`src/rtl/arrow_key_conditioner.sv`:
```
// Arrow key conditioner: turns four raw, bouncy arrow buttons into clean
// single-shot arrow events held for exactly one program-tick window.
// Per key: 2-FF synchroniser, debounce counter, press-edge detect, and
// auto-repeat on UP/DOWN while held. Events queue in a one-deep slot.
module arrow_key_conditioner #(
    parameter int DEBOUNCE_CYCLES = 20000,
    parameter int REPEAT_DELAY    = 50,
    parameter int REPEAT_PERIOD   = 10
) (
    input  logic       clk,
    input  logic       rst,
    input  logic [3:0] btn_raw,
    input  logic       tick_en,
    output logic       arrow_valid,
    output logic [3:0] arrow_onehot,
    output logic [3:0] btn_level
);

    localparam int DB_W = (DEBOUNCE_CYCLES > 1) ? $clog2(DEBOUNCE_CYCLES) : 1;
    localparam int RP_W = (REPEAT_DELAY > 1) ? $clog2(REPEAT_DELAY) : 1;
    localparam logic [DB_W-1:0] DB_LAST    = DB_W'(DEBOUNCE_CYCLES - 1);
    localparam logic [RP_W-1:0] RPT_LAST   = RP_W'(REPEAT_DELAY - 1);
    localparam logic [RP_W-1:0] RPT_RELOAD = RP_W'(REPEAT_DELAY - REPEAT_PERIOD);

    logic [3:0]            sync_1;
    logic [3:0]            sync_2;
    logic [3:0][DB_W-1:0]  db_cnt;
    logic [3:0][DB_W-1:0]  db_cnt_nxt;
    logic [3:0]            level_nxt;
    logic [3:0]            press;
    logic [1:0][RP_W-1:0]  rpt_cnt;
    logic [1:0][RP_W-1:0]  rpt_cnt_nxt;
    logic [1:0]            rpt_fire;
    logic [3:0]            events;
    logic [3:0]            pick;
    logic                  slot_full;
    logic [3:0]            slot_hot;

    // Two-flop synchroniser for the asynchronous button inputs
    always_ff @(posedge clk or negedge rst) begin
        if (!rst) begin
            sync_1 <= '0;
            sync_2 <= '0;
        end else begin
            sync_1 <= btn_raw;
            sync_2 <= sync_1;
        end
    end

    // Debounce: count consecutive cycles of disagreement, toggle level on the last one
    always_comb begin
        level_nxt  = btn_level;
        db_cnt_nxt = '0;
        for (int unsigned k = 0; k < 4; k++) begin
            if (sync_2[k] != btn_level[k]) begin
                if (db_cnt[k] == DB_LAST) begin
                    level_nxt[k]  = ~btn_level[k];
                    db_cnt_nxt[k] = '0;
                end else begin
                    db_cnt_nxt[k] = db_cnt[k] + 1'b1;
                end
            end
        end
        press = level_nxt & ~btn_level;
    end

    // Debounced level and counter registers
    always_ff @(posedge clk or negedge rst) begin
        if (!rst) begin
            btn_level <= '0;
            db_cnt    <= '0;
        end else begin
            btn_level <= level_nxt;
            db_cnt    <= db_cnt_nxt;
        end
    end

    // Auto-repeat for UP/DOWN; after the first repeat the counter reloads to
    // DELAY-PERIOD so it never has to count past DELAY
    always_comb begin
        rpt_cnt_nxt = rpt_cnt;
        rpt_fire    = '0;
        for (int unsigned k = 0; k < 2; k++) begin
            if (!level_nxt[k] || press[k]) begin
                rpt_cnt_nxt[k] = '0;
            end else if (tick_en) begin
                if (rpt_cnt[k] == RPT_LAST) begin
                    rpt_fire[k]    = 1'b1;
                    rpt_cnt_nxt[k] = RPT_RELOAD;
                end else begin
                    rpt_cnt_nxt[k] = rpt_cnt[k] + 1'b1;
                end
            end
        end
        events = press | {2'b00, rpt_fire};
        pick   = events & (~events + 4'd1);
    end

    // Repeat counter registers
    always_ff @(posedge clk or negedge rst) begin
        if (!rst) begin
            rpt_cnt <= '0;
        end else begin
            rpt_cnt <= rpt_cnt_nxt;
        end
    end

    // Pending slot and presentation register; a tick drains the slot and the
    // same cycle's event refills it, so nothing arriving on a tick is lost
    always_ff @(posedge clk or negedge rst) begin
        if (!rst) begin
            slot_full    <= 1'b0;
            slot_hot     <= '0;
            arrow_valid  <= 1'b0;
            arrow_onehot <= '0;
        end else begin
            if (tick_en) begin
                arrow_valid  <= slot_full;
                arrow_onehot <= slot_hot;
            end
            if (tick_en || !slot_full) begin
                slot_full <= |pick;
                slot_hot  <= pick;
            end
        end
    end

endmodule

```
`config.mk`:
```
export PLATFORM = sky130hd
export DESIGN_NAME = arrow_key_conditioner
export DESIGN_NICKNAME = d
export VERILOG_FILES = /design/src/rtl/arrow_key_conditioner.sv
export SDC_FILE = /design/constraint.sdc
export NUM_CORES = 1
export LEC_CHECK = 0
export CAP_MARGIN = 20
export CORE_MARGIN = 4
export CORE_UTILIZATION = 60
export DETAILED_ROUTE_END_ITERATION = 8
export HOLD_SLACK_MARGIN = 0.1
export PLACE_DENSITY = 0.79
export RECOVER_POWER = 50
export SYNTH_ARGS = -nofsm -noshare
export SYNTH_HDL_FRONTEND = slang
export SYNTH_SLANG_ARGS = --single-unit
```
`constraint.sdc`:
```
create_clock -name clk -period 2.15 [get_ports clk]
set_input_delay 0.43 -clock clk [delete_from_list [all_inputs] [get_ports clk]]
set_output_delay 0.43 -clock clk [all_outputs]
set_load 0.02 [all_outputs]
```
Yosys cells after proc, flatten, opt, wreduce, memory -nomap -nowiden
Index checks and enable logic that the tools add are counted.

Register bits after elaboration: 94. Input bits: 7. Word-level logic and storage cells: 76.

$add $sub $neg: 7. Equality and inequality tests: 10. Muxes and demuxes: 28. Bitwise gates (word level): 9. Reductions and logical operators: 9.

Operators by type and width (number): 15-bit 2-to-1 mux (8); 15-bit by 1-bit adder with 15-bit output, second input constant (4); 15-bit == test, second input constant (4); 6-bit 2-to-1 mux (6); 1-bit 2-to-1 mux (14); 6-bit by 1-bit adder with 6-bit output, second input constant (2); 6-bit == test, second input constant (2); 4-bit AND (2); 4-bit inverter (2); 4-bit by 1-bit adder with 4-bit output, second input constant (1); 1-bit inequality test (4); 1-bit inverter (4); 4-bit by 2-bit OR with 4-bit output (1); 2-bit nonzero test (2); 4-bit OR reduction (1); 1-bit zero test (3); 1-bit logical OR (3).

Logic depth before layout (Yosys ltp)
Gate-level depths: netlist (run 1).

Depth in word-level cells: 11. Depth in mapped cells: 8. Mapped depth without buffers: 7.

Least setup slack after synthesis (run 1)
OpenSTA, ideal clock, no wires.

Kind: register to register. From: reg db_cnt[45] (netlist bit). To: reg db_cnt[54] (netlist bit). Data arrival time: 1.626 ns. Data required time: 2.031 ns. Path slack: 0.406 ns. Stages on the path, launching flop included: 9. Path buffers: 2. Clock period less this slack: 1.744 ns. Cell sequence: dfrtp_1 -> ha_1 -> and4_1 -> nand2_1 -> nor4_4 -> or2_2 -> buf_2 -> buf_4 -> nor2_1.

RTL lines: from (decl) (line 27) `logic [3:0][DB_W-1:0] db_cnt;`; from (signal assigned) (line 74) `db_cnt <= db_cnt_nxt;`.

Final worst setup path (run 1)
From: reg db_cnt[0] (netlist bit). To: reg slot_hot[3].

Cells in the longest elaborated chain, start to end: 10.

Ends and longest elaborated chain: 15-bit == test * (line 56) `if (db_cnt[k] == DB_LAST) begin`; 1-bit 2-to-1 mux * (line 56); 1-bit 2-to-1 mux * (line 55) `if (sync_2[k] != btn_level[k]) begin`; 4-bit AND or 1-bit zero test (tied branches) (line 64, 84); 1-bit logical OR (line 84) `if (!level_nxt[k] || press[k]) begin`; 1-bit 2-to-1 mux (line 84); 4-bit by 2-bit OR with 4-bit output * (line 95) `events = press | {2'b00, rpt_fire};`; 4-bit inverter * (line 96) `pick = events & (~events + 4'd1);`; 4-bit by 1-bit adder with 4-bit output * (line 96); 4-bit AND * (line 96); to (signal assigned) (line 123) `slot_hot <= pick;`; to (decl) (line 37) `logic [3:0] slot_hot;`.

Every way passes the cells marked *; elsewhere a longest branch is shown, timed or not. A chain may end at the register's enable or synchronous reset.

==> out/metrics.csv, run 1 <==
metric;value;unit
outcome;finished, final reports clean;
EDFF count, synth;0;
post-synthesis async set-or-reset flop share;100;%
Hold Startpoint;sync_1[2]$_DFF_PN0_;
HP Class;flip-flop to flip-flop;
capturing point of the worst reg2reg path;slot_hot[3]$_DFFE_PN0P_;
clk slew on worst S/H paths;0.09;ns
net total in the final layout;460;
Yosys reg bits;94;
minimum clock period;1.87;ns
die height;93.1;um
Top Ports;16;
most common cell in the netlist;dfrtp_1;
CTS tree;yes;
initial antenna violation count;0;
largest net degree at the start of global routing;38;
met2 Use GR;30.2;%
Std-Cell Rows;30;
Synth-to-Final Area Change;11.3;%
CP endpoint kind;flip-flop;
Crit path arrival time;2.12;ns
# port buffers;15;
slew at the pin with the worst max-slew slack;0.905;ns
drt pass-1 iters;4;
dpl hpwl;5200;um
fmax;535;MHz
Leak;0.00211;uW
cells on worst reg2reg path;6;
die area;8660;um2
clk_lat worst skew;0.36;ns
commonest cells in the netlist;94 x dfrtp_1, 79 x nor2_1, 33 x xor2_1;
proportion of synthesized chip area in sequential cells;54.2;%
chip width;93.1;um
global-route wire length before repair;12900;um
H-Tree Depth;3;
multi-input logic area;1890;um2
hold endpoint;sync_2[2]$_DFF_PN0_;
area leader, netlist;dfrtp_1;
critical path, cell by cell;ha_1 -> and4_1 -> nand4_1 -> a211oi_2 -> nand2b_1 -> o31ai_1;
final routed DRC violation total;0;
Syn Nets;435;
vias in the first global route;2864;
GR Util All Layers;19.0;%
Required @ worst endpoint;2.40;ns
layout cell share with drive strength beyond 1;9.33;%
Post-Layout Cell Count;546;
Setup CP Type;flip-flop to flip-flop;
root buf cell;clkbuf_8;
# diodes;0;
antenna viol nets, final;0;
WHS Path Cells;0;
Longest Clk Path Bufs;2;
max incr delay on CP;0.39;ns
Final Max Slew Viols;0;
Placed Cells;529;
remaining global-route overflow;0;
GRT met3 Usage;6.28;%
Slew headroom;39.7;%
total number of vias;2971;
Fill cells;547;
Max-Cap Viols;0;
storage element area;2350;um2
RSZ-0062 raised after global routing;no;
Startpoint Class;flip-flop;
Syn Area/Cell;10.3;um2
routing usage on met1;25.0;%
routed wire length;7320;um
critical path launch point;db_cnt[0]$_DFF_PN0_;
synthesized instance count;420;
Final Skew;0.00983;ns
final hold viol count;0;
core footprint;6910;um2
Initial DRC Count;130;
RD Place Congestion;0.845;
cts bufs inserted;9;
Max IR drop VDD;0.412;mV
Cell Area, Synth;4340;um2
period utilization;86.9;%
Distinct cells, synth;46;
yosys warns;0;
via-per-instance ratio;5.44;
reg2reg start;db_cnt[0]$_DFF_PN0_;
most used routing layer in global routing;met2;
Setup violations, final;0;
Clock Sinks;94;
CP max stage cell;dfrtp_1;
top-area cell type share of the netlist area;54.2;%
initial cell density of the core;62.8;%
post-DR wirelength/cell;13.4;um
Fin Setup TNS;0;ns
FF-to-FF setup slack;0.28;ns
Area contributors post-synth;dfrtp_1 54%, nor2_1 6.8%, xor2_1 6.7%;
predominant post-synthesis flop cell;dfrtp_1;
Crit Path Max Fanout;5;
power per cell area;645;nW/um2
-- registers in the layout, indices dropped and copies added (netlist names) --
name,flops
rpt_cnt,12
btn_level,4
slot_hot,4
sync_2,4
arrow_valid,1
slot_full,1
sync_1,4
db_cnt,60
arrow_onehot,4
-- area by class of cell --
cell class	count	area share, %
tap	96	2.49
inverter	15	1.17
clock buffer	10	2.85
clock inverter	6	1.42
sequential	94	48.7
timing repair buffer	23	4.20
multi-input combinational	302	39.2
-- how the worst max path moves through the flow --
stage,endpoint
6_report,slot_hot[3]$_DFFE_PN0P_
5_1_grt,slot_hot[2]$_DFFE_PN0P_
4_1_cts,slot_hot[3]$_DFFE_PN0P_
3_3_place_gp,slot_hot[3]$_DFFE_PN0P_
3_5_place_dp,slot_hot[3]$_DFFE_PN0P_
2_1_floorplan,db_cnt[54]$_DFF_PN0_
-- worst max-delay path: cells and delay by family, from the launching register on --
family	cells	cell delay, ns
and+or+nand+nor	3	0.71
DFF	1	0.39
adders and majority gates	1	0.23
AOI/OAI and AO/OA	2	0.42
-- cells by family (layout without fill, tap and decap cells) --
logic type,count (synthesis),in the layout,share of synthesized area [%]
AO/OA/AOI/OAI,29,29,4.38
XOR/XNOR,58,58,11.7
adder cells (fa/ha/maj),8,8,2.31
buffers and inverters,24,54,2.31
flip-flops,94,94,54.2
multiplexers,9,9,2.34
AND/OR/NAND/NOR,198,198,22.8
-- metal layers --
metal / vias up / part of all wire, %
met3: 9 / 3.4
met4: 0 / 1.2
li1: 1480 / -
met5: - / 0
met2: 40 / 47
met1: 1442 / 48
-- cell usage in the layout (no fill, tap or decap), types with 8 or more instances in the layout --
cell,n
dfrtp_1,94
nor3_1,11
nor2_1,79
inv_1,14
nand3_1,21
clkdlybuf4s50_1,9
a21oi_1,10
mux2_2,9
and3_1,9
ha_1,8
clkbuf_8,10
nand2_1,28
xor2_1,33
nand4_1,15
xnor2_1,25
-- stage by stage --
step                instance area [um2]  hold WS [ns]  util [%]  total power (uW)  worst slack [ns]
floorplan                          4340         0.134         -              1910             0.406
global placement                   4630         0.332      67.0              1970             0.232
detailed placement                 4630         0.336      67.0              1980             0.216
CTS                                4850         0.348      70.2              3160             0.213
global route                       4830         0.355      69.9              3260            0.0960
finish                             4830         0.343      69.9              3120             0.282
-- what timing repair did --
| item | in CTS | in global routing |
|---|---|---|
| buffers inserted | 0 | 0 |
| gates resized for setup | 0 | 1 |
| endpoints found under the setup margin | 0 | 1 |
| hold buffers | 1 | 0 |
| endpoints found under the hold margin | 34 | 0 |
-- report_power, final --
group          switching, uW  leakage (uW)  internal [uW]  total [uW]
Clock                    608      0.000103            575        1180
Combinational           78.8      0.000723           38.8         118
Sequential              24.2       0.00129           1790        1820
Total                    711       0.00211           2410        3120
Power figures use the tool's default switching activity.
==> run 2, diff against run 1 <==
--- a/config.mk
+++ b/config.mk
@@ -8,6 +8,7 @@
 export CAP_MARGIN = 20
 export CORE_MARGIN = 4
 export CORE_UTILIZATION = 60
+export CTS_BUF_LIST = sky130_fd_sc_hd__clkbuf_8
 export DETAILED_ROUTE_END_ITERATION = 8
 export HOLD_SLACK_MARGIN = 0.1
 export PLACE_DENSITY = 0.79
==> results of run 2 <==
Final layout, timing and power as in run 1 (identical DEF).
